**src/rtl/maxpool2x2_stream.sv**
```systemverilog
// 2x2 stride-2 max/average pooling over a raster pixel stream.
// in: clk, rst_n, in_data/in_valid/in_sof; out: out_data/out_valid/out_last.
module maxpool2x2_stream #(
  parameter int DATA_WIDTH = 24,
  parameter int CHANNELS   = 3,
  parameter int IMG_W      = 26,
  parameter int IMG_H      = 26,
  parameter int SIGNED     = 0,
  parameter int MODE       = 0
) (
  input  logic                           clk,
  input  logic                           rst_n,
  input  logic [CHANNELS*DATA_WIDTH-1:0] in_data,
  input  logic                           in_valid,
  input  logic                           in_sof,
  output logic [CHANNELS*DATA_WIDTH-1:0] out_data,
  output logic                           out_valid,
  output logic                           out_last
);

  localparam int DW  = DATA_WIDTH;
  localparam int HW  = DW + MODE;
  localparam int SW  = DW + 2;
  localparam int PW  = CHANNELS * DW;
  localparam int LBW = CHANNELS * HW;
  localparam int XW  = $clog2(IMG_W);
  localparam int YW  = $clog2(IMG_H);
  localparam int LBN = IMG_W / 2;
  localparam int LW  = (LBN > 1) ? $clog2(LBN) : 1;

  localparam logic [XW-1:0] X_END = XW'(IMG_W - 1);
  localparam logic [YW-1:0] Y_END = YW'(IMG_H - 1);
  localparam logic [XW-1:0] X_OUT = XW'(2 * (IMG_W / 2) - 1);
  localparam logic [YW-1:0] Y_OUT = YW'(2 * (IMG_H / 2) - 1);

  // All arithmetic runs in SW-bit signed space; unsigned
  // samples are zero-extended so one signed compare serves both.
  function automatic logic signed [SW-1:0] ext_d(
    input logic [DW-1:0] s
  );
    if (SIGNED != 0) return SW'($signed(s));
    else             return SW'(s);
  endfunction

  function automatic logic signed [SW-1:0] ext_h(
    input logic [HW-1:0] s
  );
    if (SIGNED != 0) return SW'($signed(s));
    else             return SW'(s);
  endfunction

  function automatic logic signed [SW-1:0] max2(
    input logic signed [SW-1:0] a,
    input logic signed [SW-1:0] b
  );
    return (a > b) ? a : b;
  endfunction

  logic [XW-1:0] x_q, x_d, x_cur;
  logic [YW-1:0] y_q, y_d, y_cur;
  logic [PW-1:0] hold_q, hold_d;
  logic [PW-1:0] out_data_q, out_data_d;
  logic          out_valid_q, out_valid_d;
  logic          out_last_q, out_last_d;

  logic [LBW-1:0] lb_q [LBN];
  logic [LBW-1:0] lb_wdata;
  logic [LBW-1:0] lb_rd;
  logic [LW-1:0]  lb_idx;
  logic           lb_we;

  logic signed [SW-1:0] a_e [CHANNELS];
  logic signed [SW-1:0] b_e [CHANNELS];
  logic signed [SW-1:0] l_e [CHANNELS];
  logic signed [SW-1:0] h_e [CHANNELS];
  logic signed [SW-1:0] v_e [CHANNELS];
  logic [PW-1:0]        pool;
  logic                 unused_bits;

  always_comb begin
    // A valid sof beat restarts the frame at (0,0).
    x_cur       = (in_valid && in_sof) ? '0 : x_q;
    y_cur       = (in_valid && in_sof) ? '0 : y_q;
    x_d         = x_q;
    y_d         = y_q;
    hold_d      = hold_q;
    out_data_d  = out_data_q;
    out_valid_d = 1'b0;
    out_last_d  = 1'b0;
    lb_we       = 1'b0;
    lb_idx      = LW'(x_cur >> 1);
    lb_rd       = lb_q[lb_idx];
    lb_wdata    = '0;
    pool        = '0;
    unused_bits = 1'b0;

    for (int c = 0; c < CHANNELS; c++) begin
      a_e[c] = ext_d(hold_q[c*DW +: DW]);
      b_e[c] = ext_d(in_data[c*DW +: DW]);
      l_e[c] = ext_h(lb_rd[c*HW +: HW]);
      h_e[c] = (MODE != 0) ? a_e[c] + b_e[c]
                           : max2(a_e[c], b_e[c]);
      v_e[c] = (MODE != 0) ? l_e[c] + h_e[c]
                           : max2(l_e[c], h_e[c]);
      lb_wdata[c*HW +: HW] = h_e[c][HW-1:0];
      // Dropping the two LSBs of the 4-sum floors it.
      pool[c*DW +: DW] = (MODE != 0) ? v_e[c][DW+1:2]
                                     : v_e[c][DW-1:0];
      unused_bits = unused_bits ^ (^v_e[c]) ^ (^h_e[c]);
    end

    if (in_valid) begin
      if (x_cur == X_END) begin
        x_d = '0;
        y_d = (y_cur == Y_END) ? '0 : y_cur + 1'b1;
      end else begin
        x_d = x_cur + 1'b1;
        y_d = y_cur;
      end
      // Odd x and odd y are always inside the pooled area,
      // so a trailing odd column/row never reaches here.
      if (!x_cur[0]) begin
        hold_d = in_data;
      end else if (!y_cur[0]) begin
        lb_we = 1'b1;
      end else begin
        out_valid_d = 1'b1;
        out_data_d  = pool;
        out_last_d  = (x_cur == X_OUT) && (y_cur == Y_OUT);
      end
    end
  end

  always_ff @(posedge clk or negedge rst_n) begin
    if (!rst_n) begin
      x_q         <= '0;
      y_q         <= '0;
      hold_q      <= '0;
      out_data_q  <= '0;
      out_valid_q <= 1'b0;
      out_last_q  <= 1'b0;
    end else begin
      x_q         <= x_d;
      y_q         <= y_d;
      hold_q      <= hold_d;
      out_data_q  <= out_data_d;
      out_valid_q <= out_valid_d;
      out_last_q  <= out_last_d;
    end
  end

  // Even rows write, odd rows read: never the same cycle.
  always_ff @(posedge clk) begin
    if (lb_we) lb_q[lb_idx] <= lb_wdata;
  end

  assign out_data  = out_data_q;
  assign out_valid = out_valid_q;
  assign out_last  = out_last_q;

endmodule

```
**config.mk**
```make
export PLATFORM = sky130hd
export DESIGN_NAME = maxpool2x2_stream
export DESIGN_NICKNAME = d
export VERILOG_FILES = /design/src/rtl/maxpool2x2_stream.sv
export SDC_FILE = /design/constraint.sdc
export NUM_CORES = 1
export LEC_CHECK = 0
export CAP_MARGIN = 40
export CORE_MARGIN = 8
export CORE_UTILIZATION = 61
export DETAILED_ROUTE_END_ITERATION = 7
export GPL_ROUTABILITY_DRIVEN = 1
export GPL_TIMING_DRIVEN = 0
export HOLD_SLACK_MARGIN = 0.15
export PLACE_DENSITY_LB_ADDON = 0.2
export SLEW_MARGIN = 10
export SYNTH_ARGS = -nofsm -noshare
export SYNTH_HDL_FRONTEND = slang
export SYNTH_SLANG_ARGS = --single-unit
export TNS_END_PERCENT = 1
```
**constraint.sdc**
```tcl
create_clock -name clk -period 9.4 [get_ports clk]
set_input_delay 1.88 -clock clk [delete_from_list [all_inputs] [get_ports clk]]
set_output_delay 1.88 -clock clk [all_outputs]
set_load 0.01 [all_outputs]
```
==> results of run 1 <==
-- cells in the final DEF (no fill, tap or decap), types with 30 or more instances in the layout --
master             n
edfxtp_1         936
nand2_1          355
a21oi_1          279
a22oi_1          214
mux2_2           207
dfrtp_1          156
inv_1            154
ha_1             148
clkdlybuf4s50_1  147
clkbuf_16        109
o21ai_0           95
clkbuf_1          91
nand3_1           72
buf_2             71
a2111o_1          68
o211ai_1          56
buf_6             54
mux2i_2           38
nand4_1           34
mux2i_1           31
buf_4             30
-- logic make-up after synthesis --
family | after synthesis
adders and majority gates | 148
AOI/OAI and AO/OA | 809
muxes | 293
and+or+nand+nor | 562
DFF | 1092
buffers and inverters | 347
-- power groups by stage --
stage,combinational [uW],clock (uW),sequential [uW]
finish,5610,4200,6160
global route,5920,4400,6190
CTS,5500,4210,6160
detailed placement,5450,0,6250
global placement,5090,0,6290
floorplan,3330,0,6240
-- stage by stage --
step / setup slack [ns] / cell area, um^2 / setup TNS [ns] / util
floorplan: 0.7352 / 46980 / 0 / -
global placement: -6.722 / 49750 / -3195.77 / 0.6540
detailed placement: 1.760 / 51270 / 0 / 0.6739
CTS: 2.358 / 54690 / 0 / 0.7188
global route: 1.941 / 54700 / 0 / 0.7190
finish: 2.255 / 54700 / 0 / 0.7190
-- state kept, by name, indices dropped and copies added, names as in the netlist --
register	cells
hold_q	72
lb_q	936
out_data	72
out_last	1
out_valid	1
x_q	5
y_q	5
-- final cells by class --
cell class	instances	area share
buffer	191	0.01814
clock buffer	139	0.05394
clock inverter	58	0.008578
inverter	156	0.01075
multi-input combinational	1812	0.2465
sequential	1092	0.5852
tap	1030	0.02356
timing repair buffer	248	0.05334
-- layer usage --
metal | vias to the layer above | routed length (um)
li1 | 13219 | -
met1 | 15647 | 49630
met2 | 2118 | 66650
met3 | 445 | 14160
met4 | 2 | 7446
met5 | - | 13
-- final timing paths --
path,startpoint,to,slack (ns)
worst max-delay path,in_data[46],out_data[40]$_DFFE_PN0P_,2.26
worst max register to register,x_q[1]$_DFFE_PN0P_,out_data[40]$_DFFE_PN0P_,3.64
min in group asynchronous,rst_n,out_data[68]$_DFFE_PN0P_,1.16
worst min-delay path,y_q[1]$_DFFE_PN0P_,y_q[1]$_DFFE_PN0P_,0.50
worst min register to register,y_q[1]$_DFFE_PN0P_,y_q[1]$_DFFE_PN0P_,0.50
max in group asynchronous,rst_n,out_data[30]$_DFFE_PN0P_,7.22
-- critical path, stage by stage --
cell	delay (ns)
clkdlybuf4s50_1	0.59
inv_1	0.10
ha_1	0.31
nand4_1	0.31
nor4_1	0.37
o31ai_1	0.12
a32o_1	0.23
buf_2	0.20
buf_6	0.19
mux2i_1	0.39
ha_1	0.26
nand4_1	0.19
nor3_1	0.53
nand2_1	0.24
o211ai_1	0.29
o32a_1	0.20
clkbuf_1	0.48
nand2b_4	0.30
buf_2	0.31
o211ai_1	0.14
==> summary.txt, run 1 <==
Outcome
  – Status: finished clean

STA
  – Max Clock Skew: about 0.02 ns
  – Unrepaired setup endpoints after global routing: no
  – FMAX: 140.0 MHz
  – Period utilization: 0.7601
  – Fin. Hold Viols: 0
  – Worst-Margin Slew: 0.9394 ns
  – Hold WS: 0.4969 ns
  – Final Max Tran Viols: 0
  – Final setup fails: 0
  – Rel. slew slack: 0.3723
  – Final worst path period need: 7.145 ns

Global route
  – Grt met1 use: 0.4009
  – Largest net degree at the start of global routing: 94
  – M3 GR Usage: 0.05449
  – Busiest grt layer: met2
  – Vias in the first global route: 32315
  – Grt ovf: 0
  – All-Layer GR Usage: 0.3154
  – Initial antenna violation count: 2
  – Global-route wire length before repair: about 200 mm
  – Met2 usage: 0.5260

Clock network
  – H-tree levels: 3
  – CTS Sinks: between 1000 and 1500
  – Latest clock arrival within the worst-skew pair: 0.67 ns
  – Setup bufs post-CTS: 0
  – Hold-fix buffers at CTS: 0
  – Post_cts resized: 0
  – CTS Buffer Depth: 3
  – CTS root buffer: clkbuf_16
  – CTS clk-pin slew, worst paths: about 0.060 ns
  – TritonCTS clock tree: built
  – Num CTS Buffers: ~110

Flow run
  – Max_cap viols: 0

Pwr
  – Int Pwr: around 10000 uW
  – Net Switching: around 5600 uW
  – Combinational fraction of design power: 0.351
  – Pwr per Cell Area: 292.0 nW/um^2
  – Clk pwr share: 0.263
  – Tot Pwr: approximately 16000 uW
  – Worst VDD drop: between 0.00015 and 0.0002 V
  – Sw Share: 0.3525
  – Leak: around 0.020 uW
  – Share of power burned in registers: 0.386

Logic synthesis
  – Post-synth top area share: 0.5983
  – Mapped Cells: 3251
  – XOR/XNOR share of the synthesized area: 0
  – Post-synth EDFFs: between 900 and 1000
  – Mapped cell area: around 47000 um^2
  – Post-synth top area cell: edfxtp_1
  – Synth Area in Adders: 0.03942
  – Cell with the most instances after synthesis: edfxtp_1
  – Post-synthesis mux area share: 0.07207
  – Area contributors post-synth: edfxtp_1, dfrtp_1, mux2_2
  – #FFs+latches synth: 1092
  – Post-Synth Simple-Gate Area: 0.05374
  – Netlist cell types: 70
  – Register area share after synthesis: 0.6813
  – FFs w/ async S/R, synth: 0.1429
  – Yosys warns: 0
  – Mapped Nets: between 3000 and 4000
  – Post-synth top cells: edfxtp_1, nand2_1, a21oi_1
  – Synthesized area per cell: about 14 um^2
  – Main combinational cell family by area after synthesis: compound AO/OA/AOI/OAI gates
  – Synth Area in Compound Gates: 0.1198
  – Main synth FF type: edfxtp_1

Placement
  – DP Cell Count: roughly 4500
  – Final GP Congestion: 0.8765
  – Port bufs: roughly 150
  – DP Wirelength: between 90 and 100 mm

Cells and area
  – Finished Layout Cells: ~4700
  – FF+latch area: about 32000 um^2
  – # nets final: 3831
  – Layout cell share with drive strength beyond 1: 0.1797
  – Fillers: between 4000 and 5000
  – Syn-to-layout area delta: 16.42%
  – Multi-input logic area: between 10000 and 15000 um^2
  – Antenna fix cells: 0

Die
  – Die area: 86150 um^2
  – Starting density of the core: 0.6176
  – Ports: 150
  – Die width: 293.5 um
  – Core Rows: between 100 and 150
  – Die H: ~290 um
  – Core Footprint: 76080 um^2

Detailed routing
  – Wire per inst: about 29 um
  – 1st-pass router iterations: 6
  – # DRC: 0
  – First DRT Iteration DRCs: about 4300
  – Final WL: between 100 and 150 mm
  – Remaining antenna violation count: 0
  – Vias per inst: around 6.7
  – Vias: about 31000

Worst hold path
  – Worst min-delay path category: reg -> reg
  – Worst hold path depth: 2

Setup path
  – CP arrival: between 7 and 8 ns
  – Critical path required time: about 9.9 ns
  – CP endpoint kind: flop
  – Startpoint types: primary input
  – Worst-path fanout max: 10
  – R2R depth: 17
  – CP Class: in -> reg
(Power assumes the default switching activity.)
==> inputs of run 2 (changes only) <==
Settings changed: CORE_UTILIZATION 61 to 55.
Clock period 9.4 ns to 6 ns, I/O delays scaled along.
==> run 2 against run 1 <==
Net effect: clock power up 62%; sequential share of layout area shrank 0.27 points; global-route usage is 3.1 points lower; first-iteration DRC count down 19%; non-clock buffer count fell by 7; routed wire length is 0.44% lower; clock-buffer cell count stayed put; critical endpoint is now out_data[65]$_DFFE_PN0P_; largest cell class unchanged; highest routed layer unchanged.
==> summary.txt, run 2 (same netlist as run 1, synthesis figures left out) <==
Outcome
  – Status: finished clean

Detailed routing
  – # DRC: 0 (unchanged)
  – First DRT Iteration DRCs: 3428 (-19%)
  – Wire per inst: 28.41 um (-2.6%)
  – Final WL: 137.3 mm (-0.44%)
  – Vias: 30690 (-2.4%)
  – 1st-pass router iterations: 6 (unchanged)
  – Vias per inst: 6.351 (-4.5%)
  – Remaining antenna violation count: 0 (unchanged)

Setup path
  – Critical path's top delay family: buffers and inverters
  – Max stage delay cell, worst path: clkbuf_1
  – Most common cell on crit path: buf_2
  – CP endpoint kind: flop
  – Crit path buf inv count: 6 (unchanged)
  – Startpoint types: primary input
  – Worst-path fanout max: 10 (unchanged)
  – Critical path required time: 6.58 ns (-3.34 ns)
  – Worst path max stage delay: 0.72 ns (+0.13 ns)
  – CP Class: in -> reg
  – CP arrival: 6.44 ns (-1.22 ns)
  – Cells along the critical path: clkdlybuf4s50_1 -> buf_6 -> o2bb2ai_4 -> buf_2 -> clkbuf_1 -> a22oi_1 -> a21oi_1 -> a2111o_1 -> ha_1 -> nand4_1 -> nor3_1 -> nand4_1 -> o32a_1 -> buf_2 -> nand2b_4 -> buf_2 -> o211ai_1

Clock network
  – Hold-fix buffers at CTS: 0 (unchanged)
  – Num CTS Buffers: 107 (+0.94%)
  – TritonCTS clock tree: built
  – CTS clk-pin slew, worst paths: 0.06 ns (about the same)
  – CTS Sinks: 1092 (unchanged)
  – CTS Buffer Depth: 3 (unchanged)
  – Latest clock arrival within the worst-skew pair: 0.68 ns (about the same)
  – H-tree levels: 3 (unchanged)
  – CTS root buffer: clkbuf_16

Worst hold path
  – Worst min-delay path category: in -> async

Pwr
  – Net Switching: 8837 uW (+57%)
  – Share of power burned in registers: 0.383 (-0.003)
  – Sw Share: 0.3504 (-0.002109)
  – Clk pwr share: 0.270 (+0.007)
  – Leak: 0.01996 uW (+0.19%)
  – Tot Pwr: 25220 uW (+58%)
  – Pwr per Cell Area: 459.0 nW/um^2 (+57%)
  – Combinational fraction of design power: 0.347 (-0.004)
  – Int Pwr: 16390 uW (+58%)
  – Worst VDD drop: 0.0002928 V (+87%)

Cells and area
  – Fillers: 5976 (+26%)
  – Commonest non-fill, non-tap cell in the layout: edfxtp_1
  – Syn-to-layout area delta: 16.96%
  – Most flops, register: lb_q
  – Finished Layout Cells: 4832 (+2.2%)
  – Multi-input logic area: 13490 um^2 (+0.10%)
  – # nets final: 3825 (-0.16%)
  – Largest register FFs: 936 (unchanged)
  – FF+latch area: 32010 um^2 (unchanged)
  – Most frequent cells in the layout: edfxtp_1, nand2_1, a21oi_1
  – Layout cell share with drive strength beyond 1: 0.1787 (-0.0009176)

Die
  – Die width: 308.3 um (+5.0%)
  – Die H: 308.3 um (+5.0%)
  – Die area: 95030 um^2 (+10%)
  – Core Rows: 107 (+5.9%)
  – Starting density of the core: 0.5535 (-0.06405)
  – Ports: 150 (unchanged)
  – Core Footprint: 84880 um^2 (+12%)

STA
  – Worst-Margin Slew: 0.9584 ns (+0.01900 ns)
  – Period utilization: 0.9782
  – Max Clock Skew: 0.01879 ns (-0.0008951 ns)
  – Final worst path period need: ~5.9 ns
  – Rel. slew slack: 0.3611 (-0.01118)
  – FMAX: 170.4 MHz
  – Unrepaired setup endpoints after global routing: no
  – Fin. Hold Viols: 0 (unchanged)
  – Final setup fails: 0 (unchanged)
  – Final Max Tran Viols: 0 (unchanged)

Placement
  – DP Wirelength: 94.38 mm (+0.40%)
  – Port bufs: 148 (unchanged)
  – DP Cell Count: 4635 (+2.4%)
  – Final GP Congestion: 0.8882 (+1.3%)

Global route
  – Initial antenna violation count: 2 (unchanged)
  – All-Layer GR Usage: 0.2843 (-0.03114)
  – Largest net degree at the start of global routing: 94 (unchanged)
  – Vias in the first global route: 31401 (-2.8%)
  – Global-route wire length before repair: 201.5 mm (-0.94%)
  – Grt ovf: 0 (unchanged)

Flow run
  – Max_cap viols: 0 (unchanged)
## run 2: cell types whose count changed in the layout (fill, tap and decap cells not counted), sizes merged
| cell | delta |
|---|---|
| clkinvlp | -3 |
| diode | +1 |
| inv | +3 |
| clkbuf | -1 |
| clkinv | -8 |
| bufinv | +6 |
| buf | -6 |
## run 2: final timing paths
kind	start	end	slack, ns	cells after the start
setup / recovery	in_sof	out_data[65]$_DFFE_PN0P_	0.13	17
hold / removal	rst_n	y_q[4]$_DFFE_PN0P_	0.50	1
setup reg to reg	x_q[1]$_DFFE_PN0P_	out_data[65]$_DFFE_PN0P_	0.67	16
hold reg to reg	hold_q[29]$_DFFE_PN0P_	hold_q[29]$_DFFE_PN0P_	0.52	2
max in group asynchronous	rst_n	hold_q[32]$_DFFE_PN0P_	4.53	2
min in group clk	hold_q[29]$_DFFE_PN0P_	hold_q[29]$_DFFE_PN0P_	0.52	2
## run 2: layout make-up
cell class                      instances  area share
Clock buffer                          139     0.05258
Inverter                              156     0.01070
Antenna cell                            1  0.00004554
Multi-Input combinational cell       1812      0.2456
Buffer                                190     0.01808
Timing Repair Buffer                  242     0.05285
Tap cell                             1144     0.02605
Sequential cell                      1092      0.5826
Clock inverter                         56     0.01154
## run 2: metal layers
metal  wire length [um]  vias to the layer above  GRT usage
met5                 13                        -          0
met2              67100                     1675     0.4794
met4               6421                        2     0.1277
met1              51790                    15482     0.3644
met3              11970                      326    0.04326
li1                   -                    13205          -
## run 2: what timing repair did
item / CTS / global route
setup endpoints to repair: 20 / 48
setup buffers: 0 / 0
gates resized for setup: 1 / 10
endpoints found under the hold margin: 0 / 0
## run 2: metrics by stage
stage / utilization / setup WS (ns) / TNS [ns] / cell area, um^2 / hold WS, ns
after floorplan: - / -1.783 / -369.80 / 46990 / 0.4497
after global placement: 0.5879 / -9.065 / -5903.98 / 49900 / 0.4651
after detailed placement: 0.6055 / -0.8138 / -37.51 / 51390 / 0.5032
after CTS: 0.6469 / 0.05974 / 0 / 54910 / 0.4931
after global routing: 0.6473 / 0.02341 / 0 / 54950 / 0.5248
final: 0.6474 / 0.1305 / 0 / 54950 / 0.4951
## run 2: power by group through the flow
stage / Clock [uW] / Sequential, uW / Combinational [uW]
after floorplan: 0 / 9780 / 5220
after global placement: 0 / 9860 / 8050
after CTS: 6850 / 9650 / 8610
final: 6820 / 9660 / 8750
after global routing: 7140 / 9700 / 9290
after detailed placement: 0 / 9800 / 8550
